**config.mk**
```make
export PLATFORM = sky130hd
export DESIGN_NAME = next_line_prefetcher
export DESIGN_NICKNAME = d
export VERILOG_FILES = /design/src/rtl/next_line_prefetcher.sv
export SDC_FILE = /design/constraint.sdc
export NUM_CORES = 1
export LEC_CHECK = 0
export ABC_CLOCK_PERIOD_IN_PS = 3400
export BUFFER_PORTS_ARGS = -buffer_cell sky130_fd_sc_hd__buf_2
export CAP_MARGIN = 20
export CORE_AREA = 5 5 238 240
export DETAILED_ROUTE_END_ITERATION = 12
export DIE_AREA = 0 0 243 245
export SETUP_SLACK_MARGIN = 0.1
export SLEW_MARGIN = 20
export SYNTH_ARGS = -nofsm -noshare
export SYNTH_HDL_FRONTEND = slang
export SYNTH_SLANG_ARGS = --single-unit
```
**constraint.sdc**
```tcl
create_clock -name clk -period 3.4 [get_ports clk]
set_input_delay 0.17 -clock clk [delete_from_list [all_inputs] [get_ports clk]]
set_output_delay 0.17 -clock clk [all_outputs]
set_load 0.01 [all_outputs]
```
**src/rtl/next_line_prefetcher.sv**
```systemverilog
// Next-line prefetcher: on a demand miss, fetches the following cache line once the demand fill ends
// and buffers it for install. Optional macro PF_PAGE_CROSS_BLOCK_EN suppresses prefetches that leave the 4 KiB page.
module next_line_prefetcher #(
  parameter int ADDR_W      = 32,
  parameter int LINE_BITS   = 256,
  parameter int OFFSET_BITS = 5
) (
  input  logic                 clk,
  input  logic                 rst_n,
  input  logic                 prefetch_start,
  input  logic [ADDR_W-1:0]    mem_address,
  input  logic                 pf_accept,
  output logic                 prefetch_ready,
  output logic [ADDR_W-1:0]    pf_addr,
  output logic [LINE_BITS-1:0] pf_line,
  output logic                 pf_pmem_read,
  output logic [ADDR_W-1:0]    pf_pmem_address,
  input  logic [LINE_BITS-1:0] pf_pmem_rdata,
  input  logic                 pf_pmem_resp
);

  localparam logic [ADDR_W-1:0] LINE_BYTES = ADDR_W'(1) << OFFSET_BITS;

  typedef enum logic [1:0] {IDLE, ARMED, FETCH, READY} state_t;

  state_t            state;
  logic [ADDR_W-1:0] next_addr;
  logic              fetch_ok;

  // Line-align and step one line; the adder wraps naturally at the top of the address space.
  function automatic logic [ADDR_W-1:0] next_line_addr(input logic [ADDR_W-1:0] a);
    return (a & ~(LINE_BYTES - ADDR_W'(1))) + LINE_BYTES;
  endfunction

`ifdef PF_PAGE_CROSS_BLOCK_EN
  localparam int PAGE_BITS = 12;

  logic cross_page;

  function automatic logic crosses_page(input logic [ADDR_W-1:0] miss,
                                        input logic [ADDR_W-1:0] nxt);
    return miss[ADDR_W-1:PAGE_BITS] != nxt[ADDR_W-1:PAGE_BITS];
  endfunction

  always_ff @(posedge clk or negedge rst_n) begin
    if (!rst_n) begin
      cross_page <= 1'b0;
    end else if (state == IDLE && prefetch_start) begin
      cross_page <= crosses_page(mem_address, next_line_addr(mem_address));
    end
  end

  assign fetch_ok = !cross_page;
`else
  assign fetch_ok = 1'b1;
`endif

  always_ff @(posedge clk or negedge rst_n) begin
    if (!rst_n) begin
      state           <= IDLE;
      next_addr       <= '0;
      prefetch_ready  <= 1'b0;
      pf_pmem_read    <= 1'b0;
      pf_pmem_address <= '0;
      pf_addr         <= '0;
      pf_line         <= '0;
    end else begin
      case (state)
        IDLE: begin
          if (prefetch_start) begin
            next_addr <= next_line_addr(mem_address);
            state     <= ARMED;
          end
        end
        // Demand fill is over once the cache leaves its miss state.
        ARMED: begin
          if (!prefetch_start) begin
            if (fetch_ok) begin
              pf_pmem_read    <= 1'b1;
              pf_pmem_address <= next_addr;
              state           <= FETCH;
            end else begin
              state <= IDLE;
            end
          end
        end
        FETCH: begin
          if (pf_pmem_resp) begin
            pf_pmem_read   <= 1'b0;
            pf_line        <= pf_pmem_rdata;
            pf_addr        <= next_addr;
            prefetch_ready <= 1'b1;
            state          <= READY;
          end
        end
        READY: begin
          if (pf_accept) begin
            prefetch_ready <= 1'b0;
            state          <= IDLE;
          end
        end
        default: state <= IDLE;
      endcase
    end
  end

endmodule
```
==> results.toml, run 1 <==
[run_status]
status = "finished clean"

[layout]
utilization_pct = 39.3
multi_input_area_mm2 = 0.00448
fill_cells = 5071
nNetsFinal = 2067
layout-drive-gt1-share_pct = 55.6
instances_no_fill = 2503
final_cell_mix = "buf_2 (598), dfrtp_1 (341), mux2_2 (312)"
seq_area_mm2 = 0.00853
final_area_mm2 = 0.0214
final_common_cell = "buf_2"
area_growth_pct = 61.6

[routing]
wl_per_cell_um = 17.1
drt_first_pass_iters = 4
drc_errors = 0
routed_wl_um = 42800
drt_iter0_drc = 303
num_vias = 10600
route.antenna.remaining_nets = 0
viasPerCell = 4.24

[hold_path]
hold_start = "mem_address[16]"
holdCritPathClass = "in2reg"
hold_depth = 4

[power_and_ir_drop]
p_total_mw = 18.5
switching_power_mw = 6.12
p_sw_share_pct = 33.1
p_comb_share_pct = 37.9
pwr_density_cell_mw_per_mm2 = 864
pwr-share-seq_pct = 39.1
p_leak_nw = 10.1
p_int_mw = 12.4
ir_drop_mv = 0.502
pwr-share-clk_pct = 23.0

[timing]
fin_crit_sh_pct = 63.0
rsz0062_at_grt = "no"
fmax_mhz = 467
skew_ns = 0.00928
hold_viol = 0
worst_pin_slew_ns = 0.987
max-slew-margin-rel_pct = 34.2
finalSetupViolCount = 0
hold_ws_ns = 0.0564
worst_slack_ns = 1.26
min_period_ns = 2.14
report.final.slew_viol_count = 0
final.setup.tns_ns = 0

[setup_path]
cp-start-kind = "input pin"
rr_startpoint = "state[0]"
crit_required_ns = 3.84
cp.arrival_ns = 2.58
startpoint = "mem_address[5]"
path_class = "in2reg"
end_kind = "flip-flop"
worst-r2r-cell-count = 5
cp_max_fo = 17

[place]
post_dp_cell_area_mm2 = 0.0172
dp_hpwl_um = 30200
port_buffers = 599
place_congestion = 0.830
place_ws_ns = 1.28
dpl.cell_count = 2146

[logic_synthesis]
syn_area_mm2 = 0.0132
synth_area_leader_cell = "dfrtp_1"
yosysWarnings = 0
synthCells = 864
synth_top_area_share_pct = 64.5
ys_seq_area_share_pct = 64.5
avgSynthCellArea_um2 = 15.3
synth-seq-cells = 341
synth_cell_types = 35
synth_area_leaders = "dfrtp_1 (64%), mux2_2 (27%), clkbuf_1 (1.1%), nand2_1 (0.94%), or4_1 (0.62%)"

[die]
ios = 615
initial_core_util_pct = 24.3
rows = 86
coreArea_mm2 = 0.0544
dieWidth_um = 243
die-area_mm2 = 0.0595
die_h_um = 245

[global_route]
grt_pass1_vias = 11700
grt_pass1_wl_um = 66800
grt_util_all_layers_pct = 13.8
grt_max_degree = 104
antenna_found_initial = 1
grt.overflow.total = 0

[clock_tree]
htree_levels = 2
root_buffer = "clkbuf_16"
clkTransAtPathRegs_ns = 0.06
clkSinkCount = 341
ctsResizeCount = 0
cts_tree = "built"
worstSkewPairLatency_ns = 0.53
cts_buffers = 39
clock_path_buffers = 3

[flow_run]
drv_cap = 0
[cell usage after synthesis, drive strengths merged]
master,count
or4,12
or3,5
nand3,8
a21oi,1
a31o,1
and2,2
a22o,1
nor4,1
and3,1
o2111ai,1
o211ai,2
nor2b,1
nor2,13
conb,1
and4,3
nand2,33
nand2b,3
o31ai,8
nand4,8
a31oi,12
ha,6
clkbuf,40
inv,6
xor2,6
nor3,3
dfrtp,341
mux2,312
o21ai,16
buf,12
xnor2,5
[flip-flops by register name, summed over array words and instances, names as in the netlist]
signal           cells
pf_line            256
prefetch_ready       1
state                2
pf_addr             27
pf_pmem_address     27
pf_pmem_read         1
next_addr           27
[path summary, 6_finish.rpt]
kind,slack [ns],endpoint
max,1.26,next_addr[31]
min,0.06,next_addr[16]
max reg2reg,1.27,pf_line[190]
min reg2reg,0.50,pf_line[152]
max in group asynchronous,2.22,pf_line[97]
min in group asynchronous,0.26,pf_addr[28]
[worst max-delay path, cell delays in order]
cell and delay (ns):
dlygate4sd3_1 0.52, buf_2 0.13, ha_1 0.21, and4_2 0.27, nand3_1 0.45, or4_1 0.65
a31oi_1 0.18
[what timing repair did]
action                                 CTS  global route
hold buffers                           285             0
endpoints found under the hold margin  378             0
buffers inserted                         0             0
[cell families (layout without fill, tap and decap cells)]
family / count (synthesis) / after routing / synth area share (%)
adder cells (fa/ha/maj): 6 / 6 / 0.567
AO/OA/AOI/OAI: 42 / 42 / 1.98
buffers and inverters: 58 / 983 / 1.99
AND/OR/NAND/NOR: 93 / 93 / 3.67
XOR/XNOR: 11 / 11 / 0.728
other: 1 / 11 / 0.0283
multiplexers: 312 / 312 / 26.6
flip-flops: 341 / 341 / 64.5
[power groups by stage]
stage | Combinational (mW) | Sequential [mW] | Clock [mW]
final | 7.00 | 7.22 | 4.25
after CTS | 7.06 | 7.20 | 4.40
after global routing | 7.54 | 7.48 | 4.56
after detailed placement | 6.78 | 7.25 | 0
after floorplan | 2.73 | 8.02 | 0
after global placement | 6.66 | 7.15 | 0
[area by class of cell]
| cell class | instances | share of cell area (%) |
|---|---|---|
| Clock inverter | 10 | 0.544 |
| Timing Repair Buffer | 906 | 28.7 |
| Antenna cell | 1 | 0.0117 |
| Multi-Input combinational cell | 474 | 20.9 |
| Clock buffer | 61 | 5.66 |
| Tap cell | 704 | 4.12 |
| Inverter | 6 | 0.105 |
| Sequential cell | 341 | 39.9 |
[metal layers]
metal | routed length, µm | global-route usage, %
met5 | 7 | 0
met1 | 16000 | 15.6
met4 | 1440 | 4.77
met2 | 22100 | 24.4
met3 | 3280 | 4.74
Power figures use the tool's default switching activity.
==> inputs of run 2 (changes only) <==
--- a/config.mk
+++ b/config.mk
@@ -5,7 +5,7 @@
 export SDC_FILE = /design/constraint.sdc
 export NUM_CORES = 1
 export LEC_CHECK = 0
-export ABC_CLOCK_PERIOD_IN_PS = 3400
+export ABC_CLOCK_PERIOD_IN_PS = 1900
 export BUFFER_PORTS_ARGS = -buffer_cell sky130_fd_sc_hd__buf_2
 export CAP_MARGIN = 20
 export CORE_AREA = 5 5 238 240
==> constraint.sdc (replaced) <==
create_clock -name clk -period 1.9 [get_ports clk]
set_input_delay 0.095 -clock clk [delete_from_list [all_inputs] [get_ports clk]]
set_output_delay 0.095 -clock clk [all_outputs]
set_load 0.01 [all_outputs]
==> run 2 against run 1 <==
Net effect: die area unchanged; hold slack better by 0.065 ns; clock-buffer cell count down 4; routed wire length up 3.5%; critical path type unchanged; largest power group unchanged.
==> results.toml, run 2 (same netlist as run 1, synthesis figures left out) <==
[global_route]
grt_max_degree = 71
antenna_found_initial = 4
grt_pass1_vias = 11800
grt_util_all_layers_pct = 14.2
grt_pass1_wl_um = 68300
grt.overflow.total = 0

[timing]
finalSetupViolCount = 0
skew_ns = 0.0132
worst_pin_slew_ns = 0.513
final.setup.tns_ns = 0
fmax_mhz = 563
max-slew-margin-rel_pct = 65.8
report.final.slew_viol_count = 0
hold_viol = 0
min_period_ns = 1.78
rsz0062_at_grt = "yes"
worst_slack_ns = 0.123
fin_crit_sh_pct = 93.6
hold_ws_ns = 0.121

[layout]
fill_cells = 5008
area_growth_pct = 63.2
largest_reg_flops = 256
nNetsFinal = 2098
instances_no_fill = 2527
regMostFlops = "pf_line"
layout-drive-gt1-share_pct = 56.0
final_common_cell = "buf_2"
final_cell_mix = "buf_2 (598), dfrtp_1 (341), mux2_2 (312)"

[power_and_ir_drop]
p_leak_nw = 10.3
pwr_density_cell_mw_per_mm2 = 1520
p_total_mw = 32.9
ir_drop_mv = 0.688

[clock_tree]
worstSkewPairLatency_ns = 0.53
clkSinkCount = 341
cts_tree = "built"
clock_path_buffers = 3
cts_buffers = 39
htree_levels = 2
clkTransAtPathRegs_ns = 0.05
root_buffer = "clkbuf_16"

[hold_path]
hold_depth = 4
whs_endpoint = "state[0]"
holdCritPathClass = "in2reg"
hold_start = "prefetch_start"

[routing]
drt_first_pass_iters = 4
route.antenna.remaining_nets = 0
viasPerCell = 4.23
num_vias = 10700
wl_per_cell_um = 17.5
drt_iter0_drc = 235
drc_errors = 0
routed_wl_um = 44300

[place]
place_ws_ns = 0.121
dp_hpwl_um = 31800
dpl.cell_count = 2171
port_buffers = 599
place_congestion = 0.818

[setup_path]
reg2reg_setup_slack_ns = 0.14
path_class = "in2reg"
cp_max_fo = 11
worst-r2r-cell-count = 6
worstReg2RegEnd = "pf_line[205]"
end_kind = "flip-flop"
cp.arrival_ns = 2.22
crit_required_ns = 2.34
rr_startpoint = "state[0]"
cp-start-kind = "input pin"

[die]
die_h_um = 245
initial_core_util_pct = 24.3
die-area_mm2 = 0.0595
dieWidth_um = 243
rows = 86
ios = 615
coreArea_mm2 = 0.0544

[flow_run]
drv_cap = 0

[run_status]
status = "finished clean"
-- run 2: worst max-delay path, stage by stage --
cell	delay, ns
dlygate4sd3_1	0.53
buf_2	0.15
nand2_1	0.11
or4_4	0.62
or4_1	0.52
a31oi_1	0.19
-- run 2: layout make-up --
type                            count  area (µm²)  share of cell area (%)
Sequential cell                   341        8530                    39.5
Timing Repair Buffer              937        6470                    29.9
Multi-Input combinational cell    474        4490                    20.8
Clock buffer                       57        1150                    5.31
Tap cell                          704         881                    4.08
Clock inverter                      5        55.1                   0.255
Inverter                            6        22.5                   0.104
Antenna cell                        3        7.51                  0.0348
-- run 2: how the worst max path moves through the flow --
| stage | startpoint | end | depth (start not counted) |
|---|---|---|---|
| floorplan | state[0] | pf_line[149] | 6 |
| global placement | mem_address[15] | next_addr[31] | 5 |
| detailed placement | state[0] | pf_line[155] | 6 |
| CTS | state[0] | pf_line[199] | 6 |
| global route | state[0] | pf_line[205] | 6 |
| finish | mem_address[9] | next_addr[28] | 6 |
-- run 2: report_power, final --
group	internal (mW)	switching [mW]	total (mW)
Sequential	11.0	1.95	12.9
Clock	4.28	2.82	7.10
Combinational	6.71	6.20	12.9
-- run 2: what timing repair did --
item | in CTS | in global routing
endpoints found under the setup margin | 0 | 71
hold buffers | 291 | 0
setup buffers | 0 | 0
resized for setup | 0 | 7
endpoints found under the hold margin | 549 | 0
-- run 2: per-layer routing --
| metal | up-vias | GRT usage, % | share of wire (%) |
|---|---|---|---|
| met5 | - | 0 | 0.034 |
| met4 | 2 | 4.39 | 3.0 |
| met3 | 87 | 5.35 | 8.1 |
| met2 | 379 | 25.5 | 52 |
| met1 | 5302 | 15.7 | 37 |
| li1 | 4927 | - | - |
-- run 2: metrics by stage --
stage	area, µm²	utilization (%)
floorplan	13300	-
global placement	17400	32.0
detailed placement	17400	32.0
CTS	21600	39.6
global route	21600	39.7
finish	21600	39.7
==> inputs of run 3 (changes only) <==
--- a/config.mk
+++ b/config.mk
@@ -11,6 +11,7 @@
 export CORE_AREA = 5 5 238 240
 export DETAILED_ROUTE_END_ITERATION = 12
 export DIE_AREA = 0 0 243 245
+export RECOVER_POWER = 100
 export SETUP_SLACK_MARGIN = 0.1
 export SLEW_MARGIN = 20
 export SYNTH_ARGS = -nofsm -noshare
==> run 3 against run 2 <==
Net effect: worst setup slack worse by 0.014 ns; die area did not move; first-iteration DRC count grew 14%; global-route usage stayed put; fmax shrank 0.76%; cell area is 2.7% lower; routed wire length grew 0.39%; flip-flop and latch count did not move; largest power group unchanged; via count grew 0.24%; total power down 3.0%.
==> results.toml, run 3 (same netlist as run 1, synthesis figures left out) <==
[timing]
finalSetupViolCount = 0
fin_crit_sh_pct = 94.3
rsz0062_at_grt = "yes"
skew_ns = 0.0129
min_period_ns = 1.79
worst_pin_slew_ns = 0.939
max-slew-margin-rel_pct = 37.4
fmax_mhz = 558
report.final.slew_viol_count = 0
hold_viol = 0

[flow_run]
drv_cap = 0

[place]
dpl.cell_count = 2171
port_buffers = 599
place_congestion = 0.818
dp_hpwl_um = 31800
post_dp_cell_area_mm2 = 0.0174

[setup_path]
worstReg2RegEnd = "pf_line[205]"
cp_max_fo = 28
end_kind = "flip-flop"
reg2reg_setup_slack_ns = 0.11
cp.arrival_ns = 2.19
cp-start-kind = "flip-flop"
path_delay_family = "buffers and inverters"
rr_startpoint = "state[0]"
critPathSlowestCell = "mux2_2"
startpoint = "state[0]"
worstPathCellList = "inv_1, ha_1, nand2_4, buf_12, buf_8, mux2_2"
worst-r2r-cell-count = 6
crit_required_ns = 2.30
critPathMaxStageDelay_ns = 0.38
critPathBufInv = 3
path_class = "reg2reg"

[die]
die-area_mm2 = 0.0595
rows = 86
die_h_um = 245
coreArea_mm2 = 0.0544
ios = 615
initial_core_util_pct = 24.3
dieWidth_um = 243

[power_and_ir_drop]
switching_power_mw = 11.1
p_leak_nw = 9.25
ir_drop_mv = 0.641
p_sw_share_pct = 34.7
pwr_density_cell_mw_per_mm2 = 1520
p_comb_share_pct = 37.0
pwr-share-clk_pct = 22.2
pwr-share-seq_pct = 40.8
p_int_mw = 20.9

[clock_tree]
clkTransAtPathRegs_ns = 0.06
clkSinkCount = 341
htree_levels = 2
worstSkewPairLatency_ns = 0.53
cts_buffers = 39
clock_path_buffers = 3
root_buffer = "clkbuf_16"
cts_tree = "built"

[layout]
largest_reg_flops = 256
instances_no_fill = 2527
nNetsFinal = 2098
layout-drive-gt1-share_pct = 37.9
regMostFlops = "pf_line"
seq_area_mm2 = 0.00853
fill_cells = 5228
final_area_mm2 = 0.0210
area_growth_pct = 58.8
final_common_cell = "dfrtp_1"
multi_input_area_mm2 = 0.00448
final_cell_mix = "dfrtp_1 (341), clkbuf_1 (338), mux2_2 (311)"

[hold_path]
holdCritPathClass = "in2async"

[routing]
num_vias = 10700
route.antenna.remaining_nets = 0
drc_errors = 0
drt_first_pass_iters = 4
wl_per_cell_um = 17.6
drt_iter0_drc = 267
routed_wl_um = 44500
viasPerCell = 4.24

[global_route]
grt_pass1_wl_um = 68300
antenna_found_initial = 4
grt_pass1_vias = 11800
grt.overflow.total = 0
grt_max_degree = 71
grt_util_all_layers_pct = 14.2

[run_status]
status = "finished clean"
-- run 3: cell types whose count changed in the layout (fill, tap and decap cells not counted), sizes merged --
| cell | delta |
|---|---|
| buf | -343 |
| clkbuf | +343 |
-- run 3: worst max path at each step --
stage,to,slack (ns),cells past startpoint
floorplan,pf_line[149],-0.007,6
global placement,next_addr[31],0.13,5
detailed placement,pf_line[155],0.12,6
CTS,pf_line[199],0.12,6
global route,pf_line[205],0.04,6
finish,pf_line[205],0.11,6
-- run 3: power groups by stage --
stage          logic (mW)  registers, mW  clock network (mW)
2_1_floorplan        4.92           14.4                   0
6_report             11.8           13.0                7.09
3_5_place_dp         12.5           13.0                   0
5_1_grt              12.8           13.5                7.67
4_1_cts              13.0           12.9                7.39
3_3_place_gp         12.2           12.8                   0
-- run 3: timing repair --
action,in CTS,in global routing
gates resized for setup,0,7
setup endpoints to repair,0,71
endpoints found under the hold margin,549,0
hold buffers,291,0
buffers inserted,0,0
-- run 3: through the flow --
| step | hold slack, ns | setup slack (ns) | utilization, % | setup TNS (ns) | total power [mW] |
|---|---|---|---|---|---|
| 2_1_floorplan | -0.201 | -0.00733 | - | -0.513 | 19.3 |
| 3_3_place_gp | 0.0734 | 0.128 | 32.0 | 0 | 25.0 |
| 3_5_place_dp | 0.0860 | 0.121 | 32.0 | 0 | 25.4 |
| 4_1_cts | 0.0701 | 0.117 | 39.6 | 0 | 33.3 |
| 5_1_grt | 0.101 | 0.0374 | 38.6 | 0 | 33.9 |
| 6_report | 0.115 | 0.109 | 38.6 | 0 | 31.9 |
-- run 3: final cells by class --
| cell class | instances | share of cell area [%] |
|---|---|---|
| clock buffers | 57 | 5.45 |
| repair buffers | 937 | 28.0 |
| clock inverters | 5 | 0.262 |
| inverters | 6 | 0.107 |
| well taps | 704 | 4.19 |
| diodes | 3 | 0.0357 |
| flip-flops and latches | 341 | 40.6 |
| multi-input cells | 474 | 21.3 |
-- run 3: metal layers --
| layer | share of wire [%] | vias to the layer above | track usage, % | wire (µm) |
|---|---|---|---|---|
| li1 | - | 4927 | - | - |
| met1 | 37 | 5326 | 15.7 | 16500 |
| met2 | 52 | 381 | 25.5 | 23100 |
| met3 | 8.1 | 87 | 5.35 | 3590 |
| met4 | 2.9 | 2 | 4.39 | 1280 |
| met5 | 0.036 | - | 0 | 16 |
